## src/rtl/tdc_interval_if.sv

```systemverilog
// tdc_interval_if: signal bundle between the TDC interval block and its
// surroundings.
//   master : drives arm, start_hit, stop_hit, fine_start, fine_stop;
//            receives interval, valid, timeout, neg_err, busy.
//   slave  : the interval block itself (mirror of master).
// COARSE_W must match the COARSE_W of the attached tdc_interval.
interface tdc_interval_if #(
  parameter int COARSE_W = 16
);
  localparam int RES_W = COARSE_W + 6;

  logic             arm;
  logic             start_hit;
  logic             stop_hit;
  logic [5:0]       fine_start;
  logic [5:0]       fine_stop;
  logic [RES_W-1:0] interval;
  logic             valid;
  logic             timeout;
  logic             neg_err;
  logic             busy;

  modport master (
    output arm, start_hit, stop_hit, fine_start, fine_stop,
    input  interval, valid, timeout, neg_err, busy
  );

  modport slave (
    input  arm, start_hit, stop_hit, fine_start, fine_stop,
    output interval, valid, timeout, neg_err, busy
  );
endinterface

```

## src/rtl/tdc_interval.sv

```systemverilog
// tdc_interval: start-to-stop interval measurement in fine-bin units.
// Hit flags are delayed to line up with the fine-code decoder output and
// combined with a free-running coarse counter; one result per arm.
//   clk, rst       : clock (rising edge), synchronous active-high reset
//   bus.arm        : request one measurement (accepted only in IDLE)
//   bus.start_hit  : start hit, aligned with the raw delay-line word
//   bus.stop_hit   : stop hit, same alignment
//   bus.fine_start : decoded fine code, start channel
//   bus.fine_stop  : decoded fine code, stop channel
//   bus.interval   : measured interval (fine bins), held until next valid
//   bus.valid      : one-cycle strobe qualifying interval/timeout/neg_err
//   bus.timeout    : no stop within TIMEOUT cycles of start
//   bus.neg_err    : stop earlier than start within the same coarse cycle
//   bus.busy       : high outside IDLE
module tdc_interval #(
  parameter int COARSE_W  = 16,
  parameter int FINE_BINS = 40,
  parameter int DEC_LAT   = 7,
  parameter int TIMEOUT   = 1000
) (
  input logic        clk,
  input logic        rst,
  tdc_interval_if.slave bus
);
  localparam int RES_W = COARSE_W + 6;
  localparam logic [31:0] FB = 32'(FINE_BINS);

  typedef enum logic [2:0] {IDLE, ARMED, WAIT_STOP, CALC, DONE} state_t;

  state_t state, state_d;

  logic [DEC_LAT-1:0]  start_sr, stop_sr;
  logic                d_start, d_stop;
  logic [COARSE_W-1:0] coarse, c_s, c_p, span, coarse_diff;
  logic [5:0]          f_s, f_p;
  logic [RES_W-1:0]    scaled;
  logic [RES_W:0]      diff_full;
  logic                cap_start, cap_stop, expire;
  logic [RES_W-1:0]    interval_q;
  logic                valid_q, timeout_q, neg_err_q;

  function automatic logic [5:0] clamp(input logic [5:0] f);
    clamp = (f > 6'(FINE_BINS)) ? 6'(FINE_BINS) : f;
  endfunction

  assign d_start = start_sr[DEC_LAT-1];
  assign d_stop  = stop_sr[DEC_LAT-1];

  always_comb begin
    state_d   = state;
    cap_start = 1'b0;
    cap_stop  = 1'b0;
    expire    = 1'b0;
    case (state)
      IDLE: if (bus.arm) state_d = ARMED;
      ARMED: begin
        // A lone stop is ignored; a start opens the window.
        if (d_start) begin
          cap_start = 1'b1;
          if (d_stop) begin
            cap_stop = 1'b1;
            state_d  = CALC;
          end else begin
            state_d = WAIT_STOP;
          end
        end
      end
      WAIT_STOP: begin
        // Stop wins over timeout when both land in the same cycle.
        if (d_stop) begin
          cap_stop = 1'b1;
          state_d  = CALC;
        end else if (span == COARSE_W'(TIMEOUT)) begin
          expire  = 1'b1;
          state_d = DONE;
        end
      end
      CALC:    state_d = DONE;
      DONE:    state_d = IDLE;
      default: state_d = IDLE;
    endcase
  end

  // (c_p - c_s) * FINE_BINS as a constant shift-add, then fine correction.
  // Later fine code = earlier hit, so t = coarse*FINE_BINS - fine.
  always_comb begin
    coarse_diff = c_p - c_s;
    scaled      = '0;
    for (int unsigned i = 0; i < RES_W; i++) begin
      if (FB[i]) scaled = scaled + (RES_W'(coarse_diff) << i);
    end
    diff_full = {1'b0, scaled} + (RES_W+1)'(f_s) - (RES_W+1)'(f_p);
  end

  always_ff @(posedge clk) begin
    if (rst) begin
      state      <= IDLE;
      start_sr   <= '0;
      stop_sr    <= '0;
      coarse     <= '0;
      span       <= '0;
      c_s        <= '0;
      c_p        <= '0;
      f_s        <= '0;
      f_p        <= '0;
      interval_q <= '0;
      valid_q    <= 1'b0;
      timeout_q  <= 1'b0;
      neg_err_q  <= 1'b0;
    end else begin
      state    <= state_d;
      start_sr <= (start_sr << 1) | DEC_LAT'(bus.start_hit);
      stop_sr  <= (stop_sr << 1) | DEC_LAT'(bus.stop_hit);
      coarse   <= coarse + COARSE_W'(1);

      if (cap_start) begin
        c_s  <= coarse;
        f_s  <= clamp(bus.fine_start);
        span <= COARSE_W'(1);
      end else if (state == WAIT_STOP) begin
        span <= span + COARSE_W'(1);
      end

      if (cap_stop) begin
        c_p <= coarse;
        f_p <= clamp(bus.fine_stop);
      end

      valid_q <= (state_d == DONE);

      if (state == CALC) begin
        timeout_q  <= 1'b0;
        neg_err_q  <= diff_full[RES_W];
        interval_q <= diff_full[RES_W] ? '0 : diff_full[RES_W-1:0];
      end else if (expire) begin
        timeout_q  <= 1'b1;
        neg_err_q  <= 1'b0;
        interval_q <= '0;
      end
    end
  end

  assign bus.interval = interval_q;
  assign bus.valid    = valid_q;
  assign bus.timeout  = timeout_q;
  assign bus.neg_err  = neg_err_q;
  assign bus.busy     = (state != IDLE);
endmodule

```

## src/flat_wrapper.sv

```systemverilog
// flat-port wrapper written by rule: the top's interface ports become plain ports
module tdc_interval_flat 
#(
  parameter int COARSE_W  = 16,
  parameter int FINE_BINS = 40,
  parameter int DEC_LAT   = 7,
  parameter int TIMEOUT   = 1000
)
  (clk, rst, bus_arm, bus_start_hit, bus_stop_hit, bus_fine_start, bus_fine_stop, bus_interval, bus_valid, bus_timeout, bus_neg_err, bus_busy);
  tdc_interval_if #(.COARSE_W(COARSE_W)) bus_i ();
  input logic clk;
  input logic rst;
  input wire logic [$bits(bus_i.arm)-1:0] bus_arm;
  input wire logic [$bits(bus_i.start_hit)-1:0] bus_start_hit;
  input wire logic [$bits(bus_i.stop_hit)-1:0] bus_stop_hit;
  input wire logic [$bits(bus_i.fine_start)-1:0] bus_fine_start;
  input wire logic [$bits(bus_i.fine_stop)-1:0] bus_fine_stop;
  output wire logic [$bits(bus_i.interval)-1:0] bus_interval;
  output wire logic [$bits(bus_i.valid)-1:0] bus_valid;
  output wire logic [$bits(bus_i.timeout)-1:0] bus_timeout;
  output wire logic [$bits(bus_i.neg_err)-1:0] bus_neg_err;
  output wire logic [$bits(bus_i.busy)-1:0] bus_busy;
  assign bus_i.arm = bus_arm;
  assign bus_i.start_hit = bus_start_hit;
  assign bus_i.stop_hit = bus_stop_hit;
  assign bus_i.fine_start = bus_fine_start;
  assign bus_i.fine_stop = bus_fine_stop;
  assign bus_interval = bus_i.interval;
  assign bus_valid = bus_i.valid;
  assign bus_timeout = bus_i.timeout;
  assign bus_neg_err = bus_i.neg_err;
  assign bus_busy = bus_i.busy;
  tdc_interval #(.COARSE_W(COARSE_W), .FINE_BINS(FINE_BINS), .DEC_LAT(DEC_LAT), .TIMEOUT(TIMEOUT)) u_core (.clk(clk), .rst(rst), .bus(bus_i));
endmodule
```

## config.mk

```make
export PLATFORM = sky130hd
export DESIGN_NAME = tdc_interval_flat
export DESIGN_NICKNAME = d
export VERILOG_FILES = /design/src/rtl/tdc_interval_if.sv /design/src/rtl/tdc_interval.sv /design/src/flat_wrapper.sv
export SDC_FILE = /design/constraint.sdc
export NUM_CORES = 1
export LEC_CHECK = 0
export CORE_MARGIN = 2
export CORE_UTILIZATION = 47
export CTS_CLUSTER_SIZE = 8
export DETAILED_ROUTE_END_ITERATION = 7
export GPL_TIMING_DRIVEN = 0
export PLACE_DENSITY = 0.64
export SLEW_MARGIN = 30
export SYNTH_ARGS = -nofsm -noshare
export SYNTH_HDL_FRONTEND = slang
export SYNTH_SLANG_ARGS = --single-unit
export TNS_END_PERCENT = 10
```

## constraint.sdc

```tcl
create_clock -name clk -period 5.3 [get_ports clk]
set_input_delay 1.06 -clock clk [delete_from_list [all_inputs] [get_ports clk]]
set_output_delay 1.06 -clock clk [all_outputs]
set_load 0.01 [all_outputs]
```

**Word-level counts from Yosys, hierarchy flattened**

Index checks and enable logic that the tools add are counted.

- Flip-flop bits (word level): 118
- Output and inout port bits: 26
- Input port bits: 17
- Word-level logic and storage cells: 58

- Bitwise operators: 2
- Muxes and demuxes: 23
- $lt $le $gt $ge: 2
- Reductions and logical operators: 6
- Equality and inequality tests: 5
- Add/sub/neg operators: 6

Operators by type and width:

| kind | number |
|---|---|
| $mux W22 | 3 |
| $add A16 B1 Y16 const B | 2 |
| $add A22 B6 Y23 | 1 |
| $sub A23 B6 Y23 | 1 |
| $add A19 B21 Y22 | 1 |
| $eq A16 B10 Y1 const B | 1 |
| $sub A16 B16 Y16 | 1 |
| $or A7 B1 Y7 | 2 |
| $gt A6 B6 Y1 const B | 2 |
| $mux W1 | 12 |
| $mux W3 | 4 |
| $mux W6 | 2 |
| $pmux W3 S4 | 1 |
| $eq A3 B2 Y1 const B | 2 |
| $reduce_bool A2 Y1 | 2 |
| $reduce_or A2 Y1 | 2 |
| $eq A3 B1 Y1 const B | 1 |
| $eq A3 B3 Y1 const B | 1 |
| $logic_not A3 Y1 | 1 |
| $reduce_bool A3 Y1 | 1 |
| $pmux W1 S2 | 1 |

**Logic depth before layout (Yosys ltp)**

- Depth after elaboration: 6
- Gate-level depth with buffers: 21
- Depth with buffers taken out: 20

**Least setup slack after synthesis**

OpenSTA, ideal clock, no wires.

- Path kind: register -> register
- From: register u_core.c_s[2]
- To: register u_core.interval_q[4], in the netlist u_core.bus.interval[4]
- Clock period less this slack: 4523 ps
- Setup slack: 777 ps
- Setup time: 117 ps
- Buffers on the path: 1
- Required time: 5183 ps
- Stages on the path, launching flop included: 21
- Arrival: 4406 ps
- Path through: dfxtp_1 inv_1 ha_1 nor2b_1 o31a_1 o311a_1 or3_1 a21oi_1 xnor2_1 xnor2_1 ha_1 ha_1 a21o_1 nor2_1 o211a_1 a21oi_1 a21o_1 a2111oi_4 nor3_4 buf_6 a32o_1

- Word-level cells in the longest chain between the ends: 6

Ends and longest elaborated chain:

| item | line | text |
|---|---|---|
| start, declared | tdc_interval.sv:34 | `logic [COARSE_W-1:0] coarse, c_s, c_p, span, coarse_diff;` |
| start signal, assigned | tdc_interval.sv:117 | `c_s <= coarse;` |
| $sub A16 B16 Y16 | tdc_interval.sv:87 | `coarse_diff = c_p - c_s;` |
| $add A19 B21 Y22 | tdc_interval.sv:90 | `if (FB[i]) scaled = scaled + (RES_W'(coarse_diff) << i);` |
| $add A22 B6 Y23 | tdc_interval.sv:92 | `diff_full = {1'b0, scaled} + (RES_W+1)'(f_s) - (RES_W+1)'(f_p);` |
| $sub A23 B6 Y23 | tdc_interval.sv:92 |  |
| $mux W22 | tdc_interval.sv:134 | `interval_q <= diff_full[RES_W] ? '0 : diff_full[RES_W-1:0];` |
| $mux W22 | tdc_interval.sv:131 | `if (state == CALC) begin` |
| end signal, assigned | tdc_interval.sv:134 |  |
| end, declared | tdc_interval.sv:39 | `logic [RES_W-1:0] interval_q;` |

No other way between the ends.
A chain may end at the register's enable or synchronous reset.

**Worst setup path in the final report**

- From: register u_core.c_s[2]
- To: register u_core.interval_q[10], in the netlist u_core.bus.interval[10]

The elaborated chain is that of the path after synthesis.

==> impl_metrics.toml <==
[layout]
fillers = 1180
diodes = 0
nets = 907
final_area_mm2 = 0.00773
areaGrowthSynthToFinish_pct = 18.9
drive_gt1_share_pct = 5.52

[timing]
final_hold_viol_count = 0
drv_slew = 0
min_period_ns = 4.96
maxSlewHeadroom_pct = 61.3
period_share_pct = 93.6
tightest_slew_ns = 0.580
setup_tns_ns = 0
finalSetupViolCount = 0
fmax_mhz = 202
rsz0062_at_grt = "no"
finClkSkew_ns = 0.00667

[clocking]
insertion_delay_ns = 0.42
cts_buffers = 17
cts_htree_levels = 4
cts_tree = "done"
clock_sinks = 118
ctsHoldBuffers = 0
clk_pin_slew_ns = 0.06
cts_root_buffer = "clkbuf_16"
cts.path.max_buffers = 2

[detailed_routing]
totalWireLength_um = 13600
ant_nets = 0
wl_per_cell_um = 13.5
drc = 0
vias = 5278
via_per_inst = 5.23
dr.first_iter.drc_count = 287
dr.pass1.iters = 7

[die]
rows = 42
die-area_mm2 = 0.0148
core_mm2 = 0.0134
die_y_um = 122
fp.dieW_um = 122
initial_core_util_pct = 48.5
top_level_ports = 43

[global_routing]
grt_usage_pct = 19.5
grt-ovfl-total = 0
antenna_found_initial = 0
grt_pass1_wl_um = 22800
grt_pass1_vias = 5044
grt_max_degree = 17

[logic_synthesis]
synthesis.nets = 844
netlist_area_mm2 = 0.00650
synth-warning-count = 0
avgSynthCellArea_um2 = 8.58
synth_edf_count = 0
syn_inst = 758
synth-main-ff-cell = "dfxtp_1"
synth.distinct_cells = 55
synth-async-reset-ratio_pct = 0
synth-seq-area-share_pct = 36.3
synth-seq-cells = 118

[setup_path]
cp_max_fo = 10
worstPathArrival_ns = 5.26
crit_buf_inv = 3
slowest_stage = "o311a_1"
path_common_cell = "ha_1"
cp_slowest_stage_delay_ns = 0.36
crit_type = "flop to flop"
path_cells = "inv_1 > ha_1 > nor2b_1 > o31a_1 > o311a_1 > or3_1 > a21oi_1 > xnor2_1 > xnor2_1 > ha_1 > ha_1 > a21o_1 > nor2_1 > o211a_1 > a21oi_1 > a21o_1 > a2111oi_4 > buf_4 > nor3_4 > buf_4 > a22o_1"
start_kind = "flop"
critPathCaptureType = "flop"
critPathRequiredTime_ns = 5.60
cp_top_family = "compound AO/OA/AOI/OAI gates"

[placement]
port_buffers = 42
hpwl_um = 10500
placed_cell_area_mm2 = 0.00714
gp_congestion = 0.842

[power_and_ir_drop]
leakage_nw = 3.06
powerDensity_mw_per_mm2 = 265
vdd_drop_max_mv = 0.244

[flow_run]
max_cap_violations = 0

[worst_hold_path]
hold_path_class = "flop to flop"

[outcome]
status = "complete, no violations"
-- cells in the final DEF (no fill, tap or decap), types with 3 or more instances in the layout --
cell / n
clkdlybuf4s50_1: 42
clkbuf_16: 17
nor3_1: 7
xor2_1: 27
a21o_1: 19
o21ai_1: 4
xnor2_1: 28
o21ai_0: 20
or2_1: 3
and4_1: 4
a22o_1: 21
or3_1: 9
clkinv_4: 4
clkbuf_1: 22
and2_1: 6
o21a_1: 6
ha_1: 63
fa_1: 6
o31a_1: 6
a21oi_1: 74
o41ai_1: 3
dfxtp_1: 118
and3_1: 10
nor2_1: 54
clkinvlp_4: 3
nor2b_1: 19
inv_6: 6
nand3_1: 16
nand2b_1: 10
inv_1: 52
a211oi_1: 9
buf_4: 3
nand2_1: 104
-- what timing repair did --
item                       CTS  global route
hold endpoints to repair     0             0
pin swaps                    1             1
resized for setup            0             3
setup endpoints to repair   14            21
setup buffers                0             2
-- through the flow --
stage          setup WS, ns  util, %  instances  hold slack, ns  power [mW]
5_1_grt              0.0216     57.7       1010           0.458        2.12
6_report              0.340     57.7       1010           0.438        2.05
3_3_place_gp          0.140     53.3        976           0.422       0.994
4_1_cts             0.00709     57.5       1008           0.446        2.06
2_1_floorplan         0.777        -        758           0.414       0.963
3_5_place_dp         0.0197     53.3        976           0.427       0.996
-- layout make-up --
class,count,area (µm²),area share (%)
clock buffer,17,425,5.50
clock inverter,15,133,1.72
sequential,118,2360,30.6
multi-input combinational,561,3840,49.7
timing repair buffer,44,435,5.63
tap,176,220,2.85
buffer,27,114,1.47
inverter,52,195,2.53
-- worst reg2reg max path: stages (launching register included) --
cell       delay, ns
dfxtp_1         0.32
inv_1           0.05
ha_1            0.32
nor2b_1         0.16
o31a_1          0.29
o311a_1         0.36
or3_1           0.32
a21oi_1         0.18
xnor2_1         0.24
xnor2_1         0.13
ha_1            0.31
ha_1            0.36
a21o_1          0.22
nor2_1          0.09
o211a_1         0.17
a21oi_1         0.13
a21o_1          0.24
a2111oi_4       0.34
buf_4           0.19
nor3_4          0.06
buf_4           0.18
a22o_1          0.20
-- final timing paths --
| path | startpoint | endpoint | slack (ns) | cells past startpoint |
|---|---|---|---|---|
| max | u_core.c_s[2]$_SDFFE_PP0P_ | u_core.bus.interval[10]$_SDFFE_PP0P_ | 0.34 | 21 |
| min | u_core.stop_sr[1]$_SDFF_PP0_ | u_core.stop_sr[2]$_SDFF_PP0_ | 0.44 | 1 |
| max reg2reg | u_core.c_s[2]$_SDFFE_PP0P_ | u_core.bus.interval[10]$_SDFFE_PP0P_ | 0.34 | 21 |
| min reg2reg | u_core.stop_sr[1]$_SDFF_PP0_ | u_core.stop_sr[2]$_SDFF_PP0_ | 0.44 | 1 |
-- logic make-up after synthesis --
| group | Yosys count | share of synthesized area [%] |
|---|---|---|
| compound gates | 181 | 18.9 |
| xor+xnor | 57 | 7.68 |
| fa+ha+maj | 69 | 14.0 |
| buf+inv | 79 | 4.75 |
| flops | 118 | 36.3 |
| simple gates | 254 | 18.4 |
-- cell usage after synthesis, types with 2 or more instances --
master | instances | area share [%]
o211ai_1 | 2 | 0.23
and3_1 | 10 | 0.96
clkbuf_1 | 22 | 1.3
o21a_1 | 6 | 0.69
or3_1 | 9 | 0.87
o21ai_0 | 21 | 1.6
dfxtp_1 | 118 | 36
xnor2_1 | 29 | 3.9
nor2_1 | 54 | 3.1
nor3_1 | 7 | 0.54
inv_1 | 52 | 3.0
a21oi_1 | 74 | 5.7
nand3b_1 | 2 | 0.23
nor3b_1 | 2 | 0.23
a31oi_1 | 2 | 0.19
nand2_1 | 104 | 6.0
or2_1 | 3 | 0.29
o31a_1 | 6 | 0.81
and2_1 | 6 | 0.58
nor2b_1 | 19 | 1.8
or2_2 | 2 | 0.19
a211oi_1 | 9 | 1.0
o41ai_1 | 3 | 0.40
and4_1 | 4 | 0.54
a22o_1 | 21 | 2.8
nand4_1 | 2 | 0.19
a211o_1 | 2 | 0.27
ha_1 | 63 | 12
a21o_1 | 19 | 2.2
o21ai_1 | 3 | 0.23
nand3_1 | 16 | 1.2
nand2b_1 | 10 | 0.96
buf_1 | 2 | 0.12
fa_1 | 6 | 1.8
xor2_1 | 28 | 3.8
-- per-layer routing --
metal | vias up | track usage (%) | wire, µm | part of all wire (%)
met5 | - | 0 | 0 | 0
met4 | 0 | 8.62 | 315 | 2.3
met3 | 24 | 4.40 | 433 | 3.2
met2 | 88 | 32.8 | 6460 | 47
met1 | 2417 | 23.9 | 6410 | 47
li1 | 2749 | - | - | -
-- registers in the layout, indices dropped and copies added (netlist names) --
signal / count
u_core.c_s: 16
u_core.stop_sr: 7
u_core.start_sr: 7
u_core.span: 16
u_core.c_p: 16
u_core.bus.neg_err: 1
u_core.f_s: 6
u_core.bus.timeout: 1
u_core.state: 3
u_core.f_p: 6
u_core.bus.valid: 1
u_core.coarse: 16
u_core.bus.interval: 22
-- report_power, final --
part	internal, mW	leakage (nW)	switching, mW
Clock	0.613	0.266	0.456
Combinational	0.0372	1.84	0.0459
Sequential	0.892	0.952	0.00374
Total	1.54	3.06	0.505
Note: power is estimated with default switching activity, not from simulation.
